[config.mk]
export PLATFORM = sky130hd
export DESIGN_NAME = gpio_key_conditioner
export DESIGN_NICKNAME = d
export VERILOG_FILES = /design/src/rtl/gpio_key_pkg.sv /design/src/rtl/key_debounce_ch.sv /design/src/rtl/gpio_key_conditioner.sv
export SDC_FILE = /design/constraint.sdc
export NUM_CORES = 1
export LEC_CHECK = 0
export CORE_UTILIZATION = 35
export CTS_CLUSTER_SIZE = 20
export DETAILED_ROUTE_END_ITERATION = 6
export GPL_ROUTABILITY_DRIVEN = 1
export PLACE_DENSITY_LB_ADDON = 0.15
export SLEW_MARGIN = 20
export SYNTH_ARGS = -nofsm -noshare
export SYNTH_HDL_FRONTEND = slang
export SYNTH_HIERARCHICAL = 1
export SYNTH_SLANG_ARGS = --single-unit
[constraint.sdc]
create_clock -name iCLK -period 3.9 [get_ports iCLK]
set_input_delay 0.585 -clock iCLK [delete_from_list [all_inputs] [get_ports iCLK]]
set_output_delay 0.585 -clock iCLK [all_outputs]
set_load 0.05 [all_outputs]
[src/rtl/gpio_key_pkg.sv]
// Shared definitions for the GPIO key conditioner: debounce FSM encoding and 50 MHz timing defaults.
package gpio_key_pkg;

    typedef enum logic [1:0] {
        IDLE         = 2'd0,
        PRESS_WAIT   = 2'd1,
        PRESSED      = 2'd2,
        RELEASE_WAIT = 2'd3
    } keyState_t;

    localparam int DEBOUNCE_CYC_DEF = 500000;
    localparam int CNT_W_DEF        = 20;
    localparam int REPEAT_DLY_DEF   = 25000000;
    localparam int REPEAT_PER_DEF   = 5000000;

endpackage

[src/rtl/key_debounce_ch.sv]
// One GPIO key channel: 2-flop synchroniser, debounce FSM and registered level/press/release outputs.
// Long-press auto-repeat is compiled in only when GPIO_KEY_REPEAT_EN is defined.
module key_debounce_ch
    import gpio_key_pkg::*;
#(
    parameter int DEBOUNCE_CYC = DEBOUNCE_CYC_DEF,
    parameter int CNT_W        = CNT_W_DEF
`ifdef GPIO_KEY_REPEAT_EN
    ,
    parameter int REPEAT_DLY   = REPEAT_DLY_DEF,
    parameter int REPEAT_PER   = REPEAT_PER_DEF
`endif
) (
    input  logic iCLK,
    input  logic iRSTn,
    input  logic iDATA,
    output logic oLEVEL,
    output logic oPRESS,
    output logic oRELEASE
);

    localparam logic [CNT_W-1:0] CNT_LAST = CNT_W'(DEBOUNCE_CYC - 1);

`ifdef GPIO_KEY_REPEAT_EN
    localparam int RCNT_W = $clog2(REPEAT_DLY + 1);
    localparam logic [RCNT_W-1:0] RCNT_LAST   = RCNT_W'(REPEAT_DLY - 1);
    localparam logic [RCNT_W-1:0] RCNT_RELOAD = RCNT_W'(REPEAT_DLY - REPEAT_PER);
    logic [RCNT_W-1:0] r_rcnt;
`endif

    logic             r_sync1;
    logic             r_sync2;
    logic [1:0]       r_vld;
    logic             r_armed;
    keyState_t        r_state;
    logic [CNT_W-1:0] r_cnt;
    logic             w_s;

    assign w_s = r_sync2;

    // r_armed stays low until a genuinely sampled "released" level is seen, so a key held
    // through reset is accepted silently instead of producing a spurious press pulse.
    always_ff @(posedge iCLK or negedge iRSTn) begin
        if (!iRSTn) begin
            r_sync1 <= 1'b1;
            r_sync2 <= 1'b1;
            r_vld   <= 2'b00;
            r_armed <= 1'b0;
        end else begin
            r_sync1 <= iDATA;
            r_sync2 <= r_sync1;
            r_vld   <= {r_vld[0], 1'b1};
            if (r_vld[1] && w_s) begin
                r_armed <= 1'b1;
            end
        end
    end

    always_ff @(posedge iCLK or negedge iRSTn) begin
        if (!iRSTn) begin
            r_state  <= IDLE;
            r_cnt    <= '0;
            oLEVEL   <= 1'b0;
            oPRESS   <= 1'b0;
            oRELEASE <= 1'b0;
`ifdef GPIO_KEY_REPEAT_EN
            r_rcnt   <= '0;
`endif
        end else begin
            oPRESS   <= 1'b0;
            oRELEASE <= 1'b0;
            case (r_state)
                IDLE: begin
                    if (!w_s) begin
                        r_state <= PRESS_WAIT;
                        r_cnt   <= '0;
                    end
                end
                PRESS_WAIT: begin
                    if (w_s) begin
                        r_state <= IDLE;
                        r_cnt   <= '0;
                    end else if (r_cnt == CNT_LAST) begin
                        r_state <= PRESSED;
                        r_cnt   <= '0;
                        oLEVEL  <= 1'b1;
                        oPRESS  <= r_armed;
`ifdef GPIO_KEY_REPEAT_EN
                        r_rcnt  <= '0;
`endif
                    end else begin
                        r_cnt <= r_cnt + CNT_W'(1);
                    end
                end
                PRESSED: begin
                    if (w_s) begin
                        r_state <= RELEASE_WAIT;
                        r_cnt   <= '0;
                    end
`ifdef GPIO_KEY_REPEAT_EN
                    // Reloading below the terminal value spaces later pulses REPEAT_PER apart.
                    else if (r_rcnt == RCNT_LAST) begin
                        oPRESS <= r_armed;
                        r_rcnt <= RCNT_RELOAD;
                    end else begin
                        r_rcnt <= r_rcnt + RCNT_W'(1);
                    end
`endif
                end
                RELEASE_WAIT: begin
                    if (!w_s) begin
                        r_state <= PRESSED;
                        r_cnt   <= '0;
                    end else if (r_cnt == CNT_LAST) begin
                        r_state  <= IDLE;
                        r_cnt    <= '0;
                        oLEVEL   <= 1'b0;
                        oRELEASE <= 1'b1;
`ifdef GPIO_KEY_REPEAT_EN
                        r_rcnt   <= '0;
`endif
                    end else begin
                        r_cnt <= r_cnt + CNT_W'(1);
                    end
                end
                default: begin
                    r_state <= IDLE;
                    r_cnt   <= '0;
                end
            endcase
        end
    end

endmodule

[src/rtl/gpio_key_conditioner.sv]
// GPIO_0 key conditioner: WL independent debounced channels with level and press/release pulses.
// Define GPIO_KEY_REPEAT_EN to add long-press auto-repeat on oPRESS.
module gpio_key_conditioner
    import gpio_key_pkg::*;
#(
    parameter int WL           = 4,
    parameter int DEBOUNCE_CYC = DEBOUNCE_CYC_DEF,
    parameter int CNT_W        = CNT_W_DEF,
    parameter int REPEAT_DLY   = REPEAT_DLY_DEF,
    parameter int REPEAT_PER   = REPEAT_PER_DEF
) (
    input  logic          iCLK,
    input  logic          iRSTn,
    input  logic [WL-1:0] iDATA,
    output logic [WL-1:0] oLEVEL,
    output logic [WL-1:0] oPRESS,
    output logic [WL-1:0] oRELEASE
);

    if (DEBOUNCE_CYC < 1 || DEBOUNCE_CYC > (2 ** CNT_W) - 1) begin : g_bad_debounce
        $error("gpio_key_conditioner: DEBOUNCE_CYC out of range for CNT_W");
    end

    if (REPEAT_DLY < 1 || REPEAT_PER < 1) begin : g_bad_repeat
        $error("gpio_key_conditioner: repeat timings must be positive");
    end

`ifdef GPIO_KEY_REPEAT_EN
    // The repeat counter reloads to REPEAT_DLY-REPEAT_PER, so the period cannot exceed the delay.
    if (REPEAT_PER > REPEAT_DLY) begin : g_bad_repeat_order
        $error("gpio_key_conditioner: REPEAT_PER must not exceed REPEAT_DLY");
    end
`endif

    for (genvar g = 0; g < WL; g++) begin : g_ch
`ifdef GPIO_KEY_REPEAT_EN
        key_debounce_ch #(
            .DEBOUNCE_CYC (DEBOUNCE_CYC),
            .CNT_W        (CNT_W),
            .REPEAT_DLY   (REPEAT_DLY),
            .REPEAT_PER   (REPEAT_PER)
        ) u_ch (
            .iCLK     (iCLK),
            .iRSTn    (iRSTn),
            .iDATA    (iDATA[g]),
            .oLEVEL   (oLEVEL[g]),
            .oPRESS   (oPRESS[g]),
            .oRELEASE (oRELEASE[g])
        );
`else
        key_debounce_ch #(
            .DEBOUNCE_CYC (DEBOUNCE_CYC),
            .CNT_W        (CNT_W)
        ) u_ch (
            .iCLK     (iCLK),
            .iRSTn    (iRSTn),
            .iDATA    (iDATA[g]),
            .oLEVEL   (oLEVEL[g]),
            .oPRESS   (oPRESS[g]),
            .oRELEASE (oRELEASE[g])
        );
`endif
    end

endmodule

==> flow_metrics.env, run 1 <==
export IMPL_drc=0
export IMPL_setup_worst_path_class="flop to primary output"
export IMPL_critPathBufInv=1
export IMPL_wl_met3_um=423
export IMPL_cts_buffer_depth=2
export IMPL_wl_per_cell_um=15.33
export IMPL_finalMaxSlewViolations=0
export IMPL_synth_area_leaders="dfrtp_1, nand2_1, dfstp_2"
export IMPL_drtPass1Iterations=5
export IMPL_critical_path_required_ns=3.31
export IMPL_portBuffers=17
export IMPL_tritoncts="yes"
export IMPL_grt_max_degree=79
export IMPL_nFillCells=1693
export IMPL_outcome="complete, no violations"
export IMPL_synth_cells=631
export IMPL_antennaDiodeCount=0
export IMPL_clkLatencyLatePin_ns=0.41
export IMPL_grt_setup_unrepaired="no"
export IMPL_drt_iter0_markers=445
export IMPL_ios=18
export IMPL_synth_largest_area_cell="dfrtp_1"
export IMPL_setup_violations=0
export IMPL_crit_chain="clkdlybuf4s50_1"
export IMPL_period_needed_ns=2.247
export IMPL_initial_core_util_pct=36.16
export IMPL_fin_crit_sh_pct=57.62
export IMPL_slew_headroom_pct=38.38
export IMPL_post_cts_buffers=0
export IMPL_via_per_inst=5.573
export IMPL_final_cell_mix="dfrtp_1, nand2_1, o21ai_0"
export IMPL_cts_max_level=4
export IMPL_vias=4871
export IMPL_highest_layer="met4"
export IMPL_wl_met2_um=6174
export IMPL_yosysTopAreaCellShare_pct=44.51
export IMPL_die_area_sq_um=18530
export IMPL_dp_cells=842
export IMPL_drive_gt1_share_pct=11.86
export IMPL_seq_area_frac_synth_pct=47.84
export IMPL_gp_congestion=0.8237
export IMPL_worstPathMaxFanout=3
export IMPL_fmax_ghz=0.4450
export IMPL_wl_um=13400
export IMPL_grt_pass1_vias=4716
export IMPL_grt_pass1_wl_um=23600
export IMPL_ir_drop_v=0.0003106
export IMPL_crit_path_start_kind="flop"
export IMPL_die_h_um=136.1
export IMPL_path_delay_family="buffers and inverters"
export IMPL_timing_max_cap_violations=0
export IMPL_cts_hold_buf=0
export IMPL_grt_overflow_total=0
export IMPL_antenna_found_initial=0
export IMPL_root_buffer="clkbuf_16"
export IMPL_async_flop_share_pct=100.0
export IMPL_numCtsBuffers=17
export IMPL_synth_edff_count=0
export IMPL_reg2regPathDepth=5
export IMPL_ys_types=61
export IMPL_grt_use_total_pct=16.10
export IMPL_cpPeakStageDelay_ns=0.84
export IMPL_tightest_slew_ns=0.9209
export IMPL_slowest_stage="clkdlybuf4s50_1"
export IMPL_ant_nets=0
export IMPL_min_path_type="input pin to asynchronous set/reset pin"
export IMPL_final_common_cell="dfrtp_1"
export IMPL_whs_ns=0.1922
export IMPL_avgSynthCellArea_sq_um=9.980
export IMPL_hold_viol=0
export IMPL_setup_tns_ns=0
export IMPL_die_width_um=136.1
export IMPL_finClkSkew_ns=0.005693
export IMPL_nets=646
export IMPL_clkTransAtPathRegs_ns=0.06
export IMPL_hpwlAfterDp_um=8884
export IMPL_syn_area_sq_um=6297
export IMPL_instances_no_fill=874
export IMPL_placed_area_sq_um=6504
export IMPL_ys_ff_latch=120
export IMPL_ys_flop_type="dfrtp_1"
export IMPL_ys_warn_count=6
export IMPL_fin_area_sq_um=7066
export IMPL_met1Wirelength_um=6566
export IMPL_power_leakage_uw=0.002764
export IMPL_path_depth=1
export IMPL_critPathCaptureType="primary output"
export IMPL_row_count=48
export IMPL_p_per_area_nw_per_um2=403.9
export IMPL_core_sq_um=17420
export IMPL_post_cts_resized=0
export IMPL_arrival_ns=1.66
export IMPL_synth_nets=641
export IMPL_cts_sinks=120
export IMPL_area_growth_pct=12.20
==> cell usage after synthesis (12+ instances only) <==
library cell  number
dfrtp_1          112
nand2_1           82
o21ai_0           38
nand3_1           37
nand4_1           28
or3_1             22
nor2_1            21
a21oi_1           16
and3_1            16
xor2_1            16
a22oi_1           15
inv_1             15
nor4_1            14
or4_1             12
==> kinds of logic after synthesis <==
family / count (synthesis) / share of synthesized area (%)
and+or+nand+nor: 289 / 26.21
AOI/OAI and AO/OA: 132 / 14.70
DFF: 120 / 47.84
buffers and inverters: 48 / 5.186
xor gates and xnor gates: 25 / 3.596
muxes: 9 / 1.431
adders and majority gates: 4 / 0.7948
other: 4 / 0.2384
==> routing by layer <==
layer	vias to the layer above	track usage [%]
met4	0	6.975
met5	-	0
met1	2407	21.52
li1	2368	-
met2	80	24.90
met3	16	3.579
==> worst paths after layout <==
check | slack (ns) | start | end
hold / removal | 0.19 | iRSTn | g_ch[3].u_ch/r_cnt[4]$_DFFE_PN0P_
max in group asynchronous | 2.96 | iRSTn | g_ch[2].u_ch/r_sync1$_DFF_PN1_
min in group iCLK | 0.35 | g_ch[1].u_ch/r_vld[0]$_DFF_PN0_ | g_ch[1].u_ch/r_vld[1]$_DFF_PN0_
setup reg to reg | 1.73 | g_ch[1].u_ch/r_cnt[0]$_DFFE_PN0P_ | g_ch[1].u_ch/r_cnt[10]$_DFFE_PN0P_
hold reg to reg | 0.35 | g_ch[1].u_ch/r_vld[0]$_DFF_PN0_ | g_ch[1].u_ch/r_vld[1]$_DFF_PN0_
setup / recovery | 1.65 | g_ch[3].u_ch/oLEVEL$_DFFE_PN0P_ | oLEVEL[3]
==> registers in the layout (all words and copies together) (netlist names), named ones only <==
name	flops
g_ch.u_ch/oLEVEL	4
g_ch.u_ch/oPRESS	4
g_ch.u_ch/oRELEASE	4
g_ch.u_ch/r_armed	4
g_ch.u_ch/r_cnt	80
g_ch.u_ch/r_state	4
g_ch.u_ch/r_sync1	4
g_ch.u_ch/r_sync2	4
g_ch.u_ch/r_vld	8
==> power by group <==
| group | internal (uW) | switching, uW | total, uW | leakage, uW |
|---|---|---|---|---|
| Clock | 878 | 587 | 1460 | 0.000266 |
| Combinational | 25.0 | 79.3 | 104 | 0.000903 |
| Sequential | 1270 | 17.7 | 1280 | 0.00160 |
==> cell type report <==
| cell class | instances | area, sq um | share of cell area, % |
|---|---|---|---|
| Clock inverter | 14 | 128.9 | 1.824 |
| Tap cell | 225 | 281.5 | 3.984 |
| Sequential cell | 120 | 3013 | 42.64 |
| Timing Repair Buffer | 19 | 198.9 | 2.816 |
| Clock buffer | 18 | 429.2 | 6.074 |
| Multi-Input combinational cell | 463 | 2958 | 41.86 |
| Inverter | 15 | 56.30 | 0.7969 |
==> per-stage QoR <==
step	util (%)	setup slack (ns)	power [uW]
after floorplan	-	2.119	1365
after global placement	37.34	1.844	1410
final	40.57	1.653	2854
after detailed placement	37.34	1.753	1413
after global routing	40.57	1.546	2960
after CTS	40.55	1.623	2897
Power figures use the tool's default switching activity.
==> run 2: changes to the inputs <==
Clock period 3.9 ns to 2 ns, I/O delays scaled along.
==> flow_metrics.env, run 2 (synthesized netlist as in run 1, its figures left out) <==
export IMPL_grt_max_degree=38
export IMPL_finClkSkew_ns=0.005882
export IMPL_fmax_ghz=0.5104
export IMPL_grt_pass1_vias=4833
export IMPL_fin_crit_sh_pct=97.96
export IMPL_drc=0
export IMPL_power_frac_comb_pct=4.2
export IMPL_clkLatencyLatePin_ns=0.42
export IMPL_cts_buffer_depth=2
export IMPL_drive_gt1_share_pct=17.27
export IMPL_setup_tns_ns=0
export IMPL_setup_violations=0
export IMPL_critical_path_required_ns=1.70
export IMPL_die_width_um=136.1
export IMPL_swShare_pct=21.01
export IMPL_critPathCaptureType="primary output"
export IMPL_nets=686
export IMPL_slowest_stage="clkdlybuf4s50_1"
export IMPL_timing_max_cap_violations=0
export IMPL_portBuffers=17
export IMPL_setup_worst_path_class="flop to primary output"
export IMPL_core_sq_um=17420
export IMPL_area_growth_pct=18.80
export IMPL_drtPass1Iterations=7
export IMPL_p_seq_share_pct=41.8
export IMPL_cts_sinks=120
export IMPL_crit_chain="clkdlybuf4s50_1"
export IMPL_register_area_sq_um=3013
export IMPL_final_cell_mix="dfrtp_1, nand2_1, o21ai_0, buf_4, nand3_1"
export IMPL_path_delay_family="buffers and inverters"
export IMPL_die_h_um=136.1
export IMPL_die_area_sq_um=18530
export IMPL_grt_use_total_pct=16.74
export IMPL_cts_max_level=4
export IMPL_wl_per_cell_um=15.32
export IMPL_p_clk_share_pct=54.0
export IMPL_root_buffer="clkbuf_16"
export IMPL_finalMaxSlewViolations=0
export IMPL_multi_input_area_sq_um=2969
export IMPL_cellInternalPower_uw=4726
export IMPL_wl_um=14020
export IMPL_min_path_type="input pin to flop"
export IMPL_final_common_cell="dfrtp_1"
export IMPL_hpwlAfterDp_um=9810
export IMPL_drt_iter0_markers=330
export IMPL_p_per_area_nw_per_um2=799.8
export IMPL_slew_headroom_pct=45.55
export IMPL_grt_most_used_layer="met2"
export IMPL_initial_core_util_pct=36.16
export IMPL_period_needed_ns=1.959
export IMPL_outcome="complete, no violations"
export IMPL_p_total_uw=5983
export IMPL_ant_nets=0
export IMPL_power_leakage_uw=0.003017
export IMPL_clkTransAtPathRegs_ns=0.05
export IMPL_tightest_slew_ns=0.8137
export IMPL_cpPeakStageDelay_ns=0.84
export IMPL_met1_usage_pct=21.97
export IMPL_gp_congestion=0.8267
export IMPL_critPathBufInv=1
export IMPL_row_count=48
export IMPL_grt_setup_unrepaired="no"
export IMPL_met2_usage_pct=26.23
export IMPL_final_core_util_pct=42.95
export IMPL_grt_overflow_total=0
export IMPL_hold_viol=0
export IMPL_switchingPower_uw=1257
export IMPL_use_met3_pct=4.101
export IMPL_nFillCells=1668
export IMPL_antenna_found_initial=2
export IMPL_grt_pass1_wl_um=24200
export IMPL_worstPathMaxFanout=3
export IMPL_ios=18
export IMPL_numCtsBuffers=17
export IMPL_largest_reg_flops=80
export IMPL_arrival_ns=1.66
export IMPL_reg_largest_list="g_ch.u_ch/r_cnt: 80 flops, g_ch.u_ch/r_vld: 8 flops"
export IMPL_via_per_inst=5.521
export IMPL_crit_path_start_kind="flop"
export IMPL_ir_drop_v=0.0005844
export IMPL_tritoncts="yes"
export IMPL_vias=5052
export IMPL_largest_register="g_ch.u_ch/r_cnt"
## run 2: changes by cell type in the layout (fill, tap and decap cells not counted), moves of 2 or more
cell | before | now
ha_2 | 0 | 3
buf_4 | 1 | 38
clkinv_4 | 6 | 0
clkbuf_1 | 1 | 3
ha_1 | 4 | 1
clkbuf_8 | 0 | 3
bufinv_16 | 1 | 4
buf_12 | 1 | 4
clkinv_2 | 3 | 5
clkinvlp_4 | 3 | 0
## run 2: timing repair
item	4_1_cts	5_1_grt
setup endpoints to repair	0	10
setup buffers	0	1
resized for setup	0	5
hold buffers	1	0
endpoints found under the hold margin	27	0
## run 2: final timing paths
path                                              startpoint                                 end  slack (ns)  cells after the start
min in group asynchronous                              iRSTn   g_ch[3].u_ch/r_cnt[4]$_DFFE_PN0P_        0.43                      2
max in group asynchronous                              iRSTn      g_ch[0].u_ch/r_sync2$_DFF_PN1_        0.93                      3
hold / removal                                      iDATA[2]      g_ch[2].u_ch/r_sync1$_DFF_PN1_        0.29                      1
hold reg to reg              g_ch[0].u_ch/r_vld[0]$_DFF_PN0_     g_ch[0].u_ch/r_vld[1]$_DFF_PN0_        0.35                      0
setup reg to reg           g_ch[1].u_ch/r_cnt[0]$_DFFE_PN0P_  g_ch[1].u_ch/r_cnt[18]$_DFFE_PN0P_        0.06                      5
setup / recovery             g_ch[3].u_ch/oLEVEL$_DFFE_PN0P_                           oLEVEL[3]        0.04                      1
## run 2: final cells by class
type                    count  area share [%]
flip-flops and latches    120           40.27
multi-input cells         463           39.69
repair buffers             59           7.158
clock buffers              23           6.389
well taps                 225           3.763
clock inverters             9           1.940
inverters                  15          0.7526
diodes                      1         0.03345
## run 2: stage by stage
step           worst slack [ns]  cell area, sq um  instances  hold slack, ns
2_1_floorplan            0.2189              6297        631        0.004409
4_1_cts               0.0001651              7460        913          0.2657
3_5_place_dp            0.06743              6827        880          0.3348
3_3_place_gp             0.1346              6827        880          0.3253
6_report                0.04085              7481        915          0.2864
5_1_grt               0.0001059              7478        914          0.2795
## run 2: routing by layer
metal	part of all wire, %	wire, um
met5	0.078	11
met4	1.6	230
met3	3.6	501
met2	47	6620
met1	47	6651
## run 2: power by group through the flow
stage          logic (uW)  registers (uW)  clock network (uW)
2_1_floorplan         127            2540                   0
3_5_place_dp          252            2540                   0
5_1_grt               286            2500                3430
3_3_place_gp          248            2540                   0
6_report              251            2500                3230
4_1_cts               255            2500                3330
==> run 3: changes to the inputs <==
--- a/config.mk
+++ b/config.mk
@@ -7,2 +7,3 @@
 export LEC_CHECK = 0
+export CORE_MARGIN = 3
 export CORE_UTILIZATION = 35
--- a/constraint.sdc
+++ b/constraint.sdc
@@ -3,2 +3,2 @@
 set_output_delay 0.3 -clock iCLK [all_outputs]
-set_load 0.05 [all_outputs]
+set_load 0.01 [all_outputs]
==> flow_metrics.env, run 3 (synthesized netlist as in run 1, its figures left out) <==
export IMPL_outcome="complete, no violations"
export IMPL_worstPathMaxFanout=5
export IMPL_p_seq_share_pct=43.5
export IMPL_cts_max_level=4
export IMPL_die_area_sq_um=19640
export IMPL_gp_congestion=0.7996
export IMPL_instances_no_fill=900
export IMPL_power_leakage_uw=0.002917
export IMPL_via_per_inst=5.423
export IMPL_final_common_cell="dfrtp_1"
export IMPL_antenna_found_initial=0
export IMPL_hpwlAfterDp_um=9217
export IMPL_drtPass1Iterations=5
export IMPL_arrival_ns=2.25
export IMPL_drc=0
export IMPL_drive_gt1_share_pct=15.70
export IMPL_switchingPower_uw=1264
export IMPL_critical_path_required_ns=2.34
export IMPL_nFillCells=1656
export IMPL_critPathCaptureType="flop"
export IMPL_clkTransAtPathRegs_ns=0.05
export IMPL_largest_reg_flops=80
export IMPL_fmax_ghz=0.5229
export IMPL_slew_headroom_pct=42.08
export IMPL_hold_viol=0
export IMPL_largest_register="g_ch.u_ch/r_cnt"
export IMPL_whs_ns=0.2927
export IMPL_ios=18
export IMPL_area_growth_pct=16.43
export IMPL_swShare_pct=21.99
export IMPL_cts_buffer_depth=2
export IMPL_crit_path_start_kind="flop"
export IMPL_drt_iter0_markers=313
export IMPL_cellInternalPower_uw=4486
export IMPL_post_cts_buffers=0
export IMPL_dp_cells=867
export IMPL_tritoncts="yes"
export IMPL_cts_sinks=120
export IMPL_grt_overflow_total=0
export IMPL_root_buffer="clkbuf_16"
export IMPL_reg_largest_list="g_ch.u_ch/r_cnt: 80 flops, g_ch.u_ch/r_vld: 8 flops"
export IMPL_wl_per_cell_um=15.14
export IMPL_grt_use_total_pct=14.63
export IMPL_finClkSkew_ns=0.007642
export IMPL_setup_worst_path_class="flop to flop"
export IMPL_nets=672
export IMPL_tightest_slew_ns=0.8656
export IMPL_row_count=48
export IMPL_wl_um=13630
export IMPL_grt_setup_unrepaired="no"
export IMPL_period_needed_ns=1.912
export IMPL_finalMaxSlewViolations=0
export IMPL_grt_pass1_vias=4754
export IMPL_vias=4881
export IMPL_p_clk_share_pct=52.4
export IMPL_ant_nets=0
export IMPL_antennaDiodeCount=0
export IMPL_die_h_um=140.1
export IMPL_portBuffers=17
export IMPL_p_per_area_nw_per_um2=784.2
export IMPL_final_core_util_pct=41.95
export IMPL_die_width_um=140.1
export IMPL_ir_drop_v=0.0006006
export IMPL_final_cell_mix="dfrtp_1, nand2_1, o21ai_0"
export IMPL_power_frac_comb_pct=4.1
export IMPL_core_sq_um=17480
export IMPL_setup_violations=0
export IMPL_grt_pass1_wl_um=23850
export IMPL_min_path_type="input pin to flop"
export IMPL_fin_crit_sh_pct=95.62
export IMPL_initial_core_util_pct=36.03
export IMPL_setup_tns_ns=0
export IMPL_numCtsBuffers=17
export IMPL_grt_max_degree=64
export IMPL_clkLatencyLatePin_ns=0.41
export IMPL_timing_max_cap_violations=0
run 3: final cells by class:
class | count | area, sq um | share of cell area (%)
clock inverter | 10 | 127.6 | 1.741
multi-input combinational | 463 | 2979 | 40.63
clock buffer | 22 | 444.2 | 6.058
sequential | 120 | 3013 | 41.09
timing repair buffer | 45 | 430.4 | 5.870
inverter | 15 | 56.30 | 0.7679
tap | 225 | 281.5 | 3.840
run 3: power groups by stage:
stage / sequential [uW] / clock [uW] / combinational [uW]
after detailed placement: 2540 / 0 / 237
after global placement: 2540 / 0 / 236
after floorplan: 2540 / 0 / 127
after global routing: 2510 / 3210 / 267
final: 2500 / 3010 / 235
after CTS: 2500 / 3110 / 240
run 3: layer usage:
metal | vias up | global-route usage (%) | wire (um)
met5 | - | 0 | 0
met4 | 0 | 4.284 | 98
met3 | 7 | 4.063 | 481
met2 | 74 | 23.09 | 6330
met1 | 2376 | 19.77 | 6715
li1 | 2424 | - | -
run 3: what timing repair did:
action	CTS	global route
endpoints found under the hold margin	112	0
gates resized for setup	0	8
hold buffers	1	0
setup endpoints to repair	0	17
run 3: critical path: stages, from the launching register on:
cell and delay [ns]:
dfrtp_1 0.40, ha_2 0.24, nand4_1 0.13, or4_1 0.56, or4_1 0.43, o211ai_2 0.08
run 3: path summary, 6_finish.rpt:
check / start / to / slack [ns] / cells after the start
worst max-delay path: g_ch[0].u_ch/r_cnt[0]$_DFFE_PN0P_ / g_ch[0].u_ch/r_cnt[18]$_DFFE_PN0P_ / 0.09 / 5
max in group asynchronous: iRSTn / g_ch[3].u_ch/r_sync2$_DFF_PN1_ / 1.21 / 3
min in group asynchronous: iRSTn / g_ch[3].u_ch/r_cnt[3]$_DFFE_PN0P_ / 0.44 / 3
worst min-delay path: iDATA[3] / g_ch[3].u_ch/r_sync1$_DFF_PN1_ / 0.29 / 1
worst max register to register: g_ch[0].u_ch/r_cnt[0]$_DFFE_PN0P_ / g_ch[0].u_ch/r_cnt[18]$_DFFE_PN0P_ / 0.09 / 5
worst min register to register: g_ch[1].u_ch/r_vld[0]$_DFF_PN0_ / g_ch[1].u_ch/r_vld[1]$_DFF_PN0_ / 0.34 / 0
run 3: per-stage QoR:
step	area (sq um)	worst slack (ns)	power, uW
4_1_cts	7311	0.07425	5847
2_1_floorplan	6297	0.2189	2662
3_3_place_gp	6729	0.1117	2777
6_report	7332	0.08752	5750
3_5_place_dp	6729	0.07322	2780
5_1_grt	7332	0.0007412	5981
